### config.mk
export PLATFORM = sky130hd
export DESIGN_NAME = link_timer
export DESIGN_NICKNAME = d
export VERILOG_FILES = /design/src/rtl/link_timer.sv
export SDC_FILE = /design/constraint.sdc
export NUM_CORES = 1
export LEC_CHECK = 0
export BUFFER_PORTS_ARGS = -buffer_cell sky130_fd_sc_hd__buf_2
export CAP_MARGIN = 20
export CORE_MARGIN = 4
export CORE_UTILIZATION = 43
export DETAILED_ROUTE_END_ITERATION = 8
export PLACE_DENSITY = 0.71
export RECOVER_POWER = 100
export SYNTH_ARGS = -nofsm -noshare
export SYNTH_HDL_FRONTEND = slang
export SYNTH_SLANG_ARGS = --single-unit
export TNS_END_PERCENT = 20
### constraint.sdc
create_clock -name CLK -period 2.72 [get_ports CLK]
set_input_delay 0.272 -clock CLK [delete_from_list [all_inputs] [get_ports CLK]]
set_output_delay 0.272 -clock CLK [all_outputs]
set_load 0.01 [all_outputs]
### src/rtl/link_timer.sv
// link_timer: one-shot delay timer for the link controller.
// IDLE -> COUNT -> DONE Moore FSM with one-hot state and a sticky ERR flag
// for START requests that arrive while a delay is already in flight.
// Optional feature: define LINK_TIMER_RETRIGGER_EN to let a START in COUNT
// or DONE reload the delay instead of flagging ERR.
module link_timer #(
  parameter int unsigned WIDTH = 8
) (
  input  logic             CLK,
  input  logic             N_RESET,
  input  logic             RESET,
  input  logic             START,
  input  logic [WIDTH-1:0] DELAY,
  output logic             READY,
  output logic             BUSY,
  output logic [WIDTH-1:0] COUNT,
  output logic             ERR
);

  typedef enum logic [2:0] {
    S_IDLE  = 3'b001,
    S_COUNT = 3'b010,
    S_DONE  = 3'b100
  } state_e;

  state_e           state_q, state_d;
  logic [WIDTH-1:0] count_q, count_d;
  logic             err_q,   err_d;

  // State, count and error registers; N_RESET clears everything at once.
  always_ff @(posedge CLK or negedge N_RESET) begin
    if (!N_RESET) begin
      state_q <= S_IDLE;
      count_q <= '0;
      err_q   <= 1'b0;
    end else begin
      state_q <= state_d;
      count_q <= count_d;
      err_q   <= err_d;
    end
  end

  // Next-state, count and error logic; RESET overrides every other input.
  always_comb begin
    state_d = state_q;
    count_d = count_q;
    err_d   = err_q;
    if (RESET) begin
      state_d = S_IDLE;
      count_d = '0;
      err_d   = 1'b0;
    end else begin
      unique case (state_q)
        S_IDLE: begin
          if (START) begin
            if (DELAY == '0) begin
              state_d = S_DONE;
              count_d = '0;
            end else begin
              state_d = S_COUNT;
              count_d = DELAY;
            end
          end
        end
        S_COUNT: begin
`ifdef LINK_TIMER_RETRIGGER_EN
          if (START) begin
            if (DELAY == '0) begin
              state_d = S_DONE;
              count_d = '0;
            end else begin
              state_d = S_COUNT;
              count_d = DELAY;
            end
          end else if (count_q <= WIDTH'(1)) begin
            state_d = S_DONE;
            count_d = '0;
          end else begin
            count_d = count_q - WIDTH'(1);
          end
`else
          if (START) begin
            err_d = 1'b1;
          end
          // Guard with <= so a corrupted zero count can never wrap.
          if (count_q <= WIDTH'(1)) begin
            state_d = S_DONE;
            count_d = '0;
          end else begin
            count_d = count_q - WIDTH'(1);
          end
`endif
        end
        S_DONE: begin
`ifdef LINK_TIMER_RETRIGGER_EN
          if (START) begin
            if (DELAY == '0) begin
              state_d = S_DONE;
              count_d = '0;
            end else begin
              state_d = S_COUNT;
              count_d = DELAY;
            end
          end
`else
          if (START) begin
            err_d = 1'b1;
          end
`endif
        end
        default: begin
          state_d = S_IDLE;
          count_d = '0;
        end
      endcase
    end
  end

  // Outputs are pure decodes of registered state; illegal codes read as idle.
  assign READY = (state_q == S_DONE);
  assign BUSY  = (state_q == S_COUNT);
  assign COUNT = count_q;
  assign ERR   = err_q;

endmodule
## Word level (Yosys, flattened, before mapping)

Index checks and enable logic that the tools add are counted.

- Register bits after elaboration: 12
- Input bits: 12
- Output and inout port bits: 11

- Add/subtract/negate cells: 1
- $lt $le $gt $ge: 1
- Eq/ne operators: 6
- Mux-type cells: 13
- Reduce and logical (&&, ||, !) cells: 7

Operator list:

| cell | count |
|---|---|
| $mux 8 | 4 |
| $pmux 8 s3 | 1 |
| $mux 3 | 4 |
| $pmux 3 s3 | 1 |
| $le 8x1->1 const B | 1 |
| $logic_not 8->1 | 1 |
| $sub 8x1->8 const B | 1 |
| $reduce_and 2->1 | 2 |
| $reduce_bool 2->1 | 2 |
| $eq 3x1->1 const B | 1 |
| $eq 3x2->1 const B | 1 |
| $eq 3x3->1 const B | 1 |
| $mux 1 | 3 |
| $ne 3x2->1 const B | 1 |
| $ne 3x3->1 const B | 1 |
| $reduce_and 3->1 | 1 |
| $ne 2x2->1 const B | 1 |
| $reduce_or 2->1 | 1 |

## Depth between registers and ports, before layout

- Word-level depth: 5
- Depth in mapped cells: 6
- Gate-level depth less buffers: 6

## Least setup slack after synthesis

OpenSTA, ideal clock, no wires.

- Path type: register to register
- Start point: register count_q[0] (netlist: COUNT[0])
- End point: register count_q[5] (netlist: COUNT[5])
- Setup time: 0.071 ns
- Arrival time: 2.017 ns
- Data required time: 2.649 ns
- Setup slack: 0.632 ns
- Cell stages (with the launch flop): 7
- Period minus slack after synthesis: 2.088 ns
- Cell sequence: dfrtp_1 -> inv_1 -> ha_1 -> or2_2 -> a311o_2 -> or4_1 -> nand4_1

- Longest elaborated chain between the ends: 4

Ends and longest elaborated chain:

| item | line | text |
|---|---|---|
| start: declaration | 27 | `logic [WIDTH-1:0] count_q, count_d;` |
| start signal: assignment | 38 | `count_q <= count_d;` |
| $sub 8x1->8 / $le 8x1->1 (equally long branches) | 90, 86 |  |
| $mux 8 * | 86 | `if (count_q <= WIDTH'(1)) begin` |
| $pmux 8 s3 * | 53 | `unique case (state_q)` |
| $mux 8 * | 48 | `if (RESET) begin` |

Every way passes the cells marked *; elsewhere a longest branch is shown, timed or not.
A chain may end at the register's enable or synchronous reset.

## Final worst setup path

Ends and elaborated chain as after synthesis.

==> key figures <==
STA
  – Highest Clock Rate: 455 MHz
  – Slew margin rel.: 49.0%
  – Count of pins over their slew limit: 0
  – Worst Tran Pin Value: 759 ps
  – Clock Skew: 0.431 ps
  – Fin crit period: 2200 ps
  – RSZ-0062 raised after global routing: no
  – Final period util: 80.8%
  – Setup Viol. Count Final: 0
  – Setup tns final: 0 ps
  – Final Hold Fails: 0

Pwr
  – Fraction of power consumed by sequential logic: 44.5%
  – P_sw: 0.000151 W
  – Pleak: 0.393 nW
  – Logic pwr share: 23.3%
  – Pwr dens: 514 nW/um^2
  – Clk pwr share: 32.2%
  – Worst vdd ir: 0.000265 V
  – Switch share: 32.4%
  – Internal power: 0.000316 W

Routing
  – Final wirelength: 2090 um
  – Drt wl/cell: 16.9 um
  – Via count: 764
  – Pre-antenna DRT Iters: 4
  – Initial DRC count: 11
  – Vias per cell: 6.16
  – DRC: 0
  – Post-route ant nets: 0

Layout
  – Final core utilization: 57.6%
  – Layout cells sized above 1: 16.7%
  – Final non-filler cell area: 908 sq um
  – P&R area growth vs syn: 21.8%
  – Final #Nets: 123
  – Antenna Cells: 0
  – Fill cells: 155

Yosys
  – Unique cell type count in the Yosys netlist: 36
  – Post-synthesis register bit count: 12
  – Cells after Synth: 81
  – Syn_nets: 95
  – Sequential fraction of the synthesis area: 40.4%
  – Yosys Warn Count: 0
  – Mapped Area: 746 sq um
  – Mean post-synth cell area: 9.21 sq um

Critical path
  – Req. time, crit path: 2940 ps
  – Critical path depth: 6
  – Cells along the critical path: inv_1, ha_1, or2_2, a311o_2, or4_1, nand4_1
  – CP max-delay cell: dfrtp_1
  – Critical path arrival: 2420 ps
  – CP Class: register to register
  – FF-to-FF path depth: 6
  – Peak per-stage delay on the critical path: 470 ps
  – Worst Setup End Kind: register
  – CP Buf/Inv Count: 1
  – CP Max Fanout: 8
  – CP Launch Type: register
  – CP delay by family, top: simple AND/OR/NAND/NOR gates

Placed design
  – DP Area: 880 sq um
  – GP Congestion: 0.788
  – Number of port buffers: 22
  – Post-DP HPWL: 1580 um

Hold path
  – Hold Crit Class: input pin to register
  – Hold Path Stages: 3

Run status
  – Status: finished, final reports clean

Global route
  – First-pass GRT wire length: 3510 um
  – Largest net degree at the start of global routing: 13
  – Initial antenna violation count: 0
  – Gr usage total: 18.6%
  – Number of global-route vias before repair: 749
  – Gr ovfl total: 0

Floorplanning
  – Die ar.: 2460 sq um
  – Core Box Area: 1580 sq um
  – Die Y: 49.6 um
  – Core Rows: 14
  – Starting Density: 47.3%
  – IO Count: 23
  – Horiz. Die Dim: 49.6 um

CTS
  – Deepest clock path buffer count: 2
  – Clk slew on worst S/H paths: 80 ps
  – H-tree levels: 1
  – Clock Sinks: 12
  – CTS Buf Count: 3
  – CTS tree: yes
  – Clock latency on the worst-skew pair: 280 ps
  – CTS root buf: clkbuf_4
  – Post-CTS Repair Setup Buffers: 0

Job
  – Max-cap check violation count: 0
==> kinds of logic after synthesis <==
group	Yosys count	share of synthesized area, %
buf+inv	8	4.03
fa+ha+maj	2	3.36
simple gates	32	24.5
flops	12	40.4
compound gates	26	26.5
xor+xnor	1	1.17
==> routing by layer <==
| metal | vias up | part of all wire [%] | global-route usage (%) |
|---|---|---|---|
| met5 | - | 0 | 0 |
| met4 | 0 | 2.3 | 12.9 |
| met3 | 5 | 5.2 | 3.61 |
| met2 | 25 | 46 | 28.0 |
| met1 | 357 | 47 | 23.6 |
| li1 | 377 | - | - |
==> Yosys cell counts (all sizes together) <==
library cell	instances	area (sq um)
dfstp	1	26.3
a221o	4	40.0
or3b	2	20.0
nand2b	1	6.26
or2	1	6.26
o41a	1	11.3
nor4	4	25.0
o21a	1	7.51
o31ai	1	7.51
a21oi	6	30.0
or4	3	22.5
a22oi	1	7.51
nor3b	2	15.0
and2	1	6.26
a41o	1	10.0
nand3b	1	7.51
nand4	2	12.5
a31oi	1	6.26
inv	6	22.5
nor2	5	18.8
a32oi	2	17.5
ha	2	25.0
clkbuf	1	3.75
a221oi	1	8.76
clkinv	1	3.75
nand3	2	10.0
o21ai	3	15.0
xnor2	1	8.76
nand2	6	22.5
nor3	2	10.0
o2111ai	1	8.76
o32ai	1	8.76
a311o	1	11.3
a211oi	1	7.51
dfrtp	11	275
==> worst paths after layout <==
check / start / to / slack, ps
min in group asynchronous: N_RESET / COUNT[5] / 520
min reg2reg: ERR / ERR / 520
max reg2reg: COUNT[0] / COUNT[5] / 520
max: COUNT[0] / COUNT[5] / 520
max in group asynchronous: N_RESET / COUNT[2] / 1770
min: DELAY[5] / COUNT[5] / 220
==> flip-flops by register name (all words and copies together), names as in the netlist <==
register	count
ERR	1
state_q	3
COUNT	8
==> power groups by stage <==
| stage | registers (W) | clock network, W | logic, W |
|---|---|---|---|
| 2_1_floorplan | 0.000211 | 0 | 0.0000652 |
| 3_3_place_gp | 0.000210 | 0 | 0.000107 |
| 3_5_place_dp | 0.000211 | 0 | 0.000109 |
| 4_1_cts | 0.000207 | 0.000151 | 0.000111 |
| 5_1_grt | 0.000209 | 0.000166 | 0.000121 |
| 6_report | 0.000208 | 0.000150 | 0.000109 |
==> final cells by class <==
| type | count | area, sq um | share of cell area [%] |
|---|---|---|---|
| multi-input cells | 61 | 412 | 45.3 |
| well taps | 16 | 20.0 | 2.20 |
| clock buffers | 4 | 36.3 | 3.99 |
| flip-flops and latches | 12 | 302 | 33.2 |
| inverters | 7 | 26.3 | 2.89 |
| repair buffers | 24 | 113 | 12.4 |
==> layout by cell type (no fill, tap or decap), types with 2 or more instances in the layout <==
| cell type | count |
|---|---|
| nor3b_1 | 2 |
| nor4_1 | 4 |
| nor2_1 | 5 |
| nand2_1 | 6 |
| clkbuf_4 | 3 |
| nor3_1 | 2 |
| a21oi_1 | 6 |
| buf_2 | 10 |
| clkbuf_1 | 12 |
| nand4_1 | 2 |
| inv_1 | 6 |
| a221o_1 | 4 |
| ha_1 | 2 |
| o21ai_0 | 3 |
| a32oi_1 | 2 |
| dfrtp_1 | 11 |
| nand3_1 | 2 |
| or4_1 | 3 |
==> repair_timing <==
action                    4_1_cts  5_1_grt
resized for setup               0        0
hold buffers                    1        0
hold endpoints to repair       11        0
==> worst min-delay path, delay by kind of cell <==
kind	cells	cell delay [ps]
buffers and inverters	1	90
and+or+nand+nor	2	110
==> stage by stage <==
stage                     std cells  power [W]  setup slack [ps]  hold slack, ps
after global routing            124   0.000496               427             220
final                           124   0.000467               521             215
after CTS                       124   0.000470               526             216
after detailed placement        119   0.000320               552             167
after floorplan                  81   0.000277               632           -23.6
after global placement          119   0.000317               633             167
(Power assumes the default switching activity.)
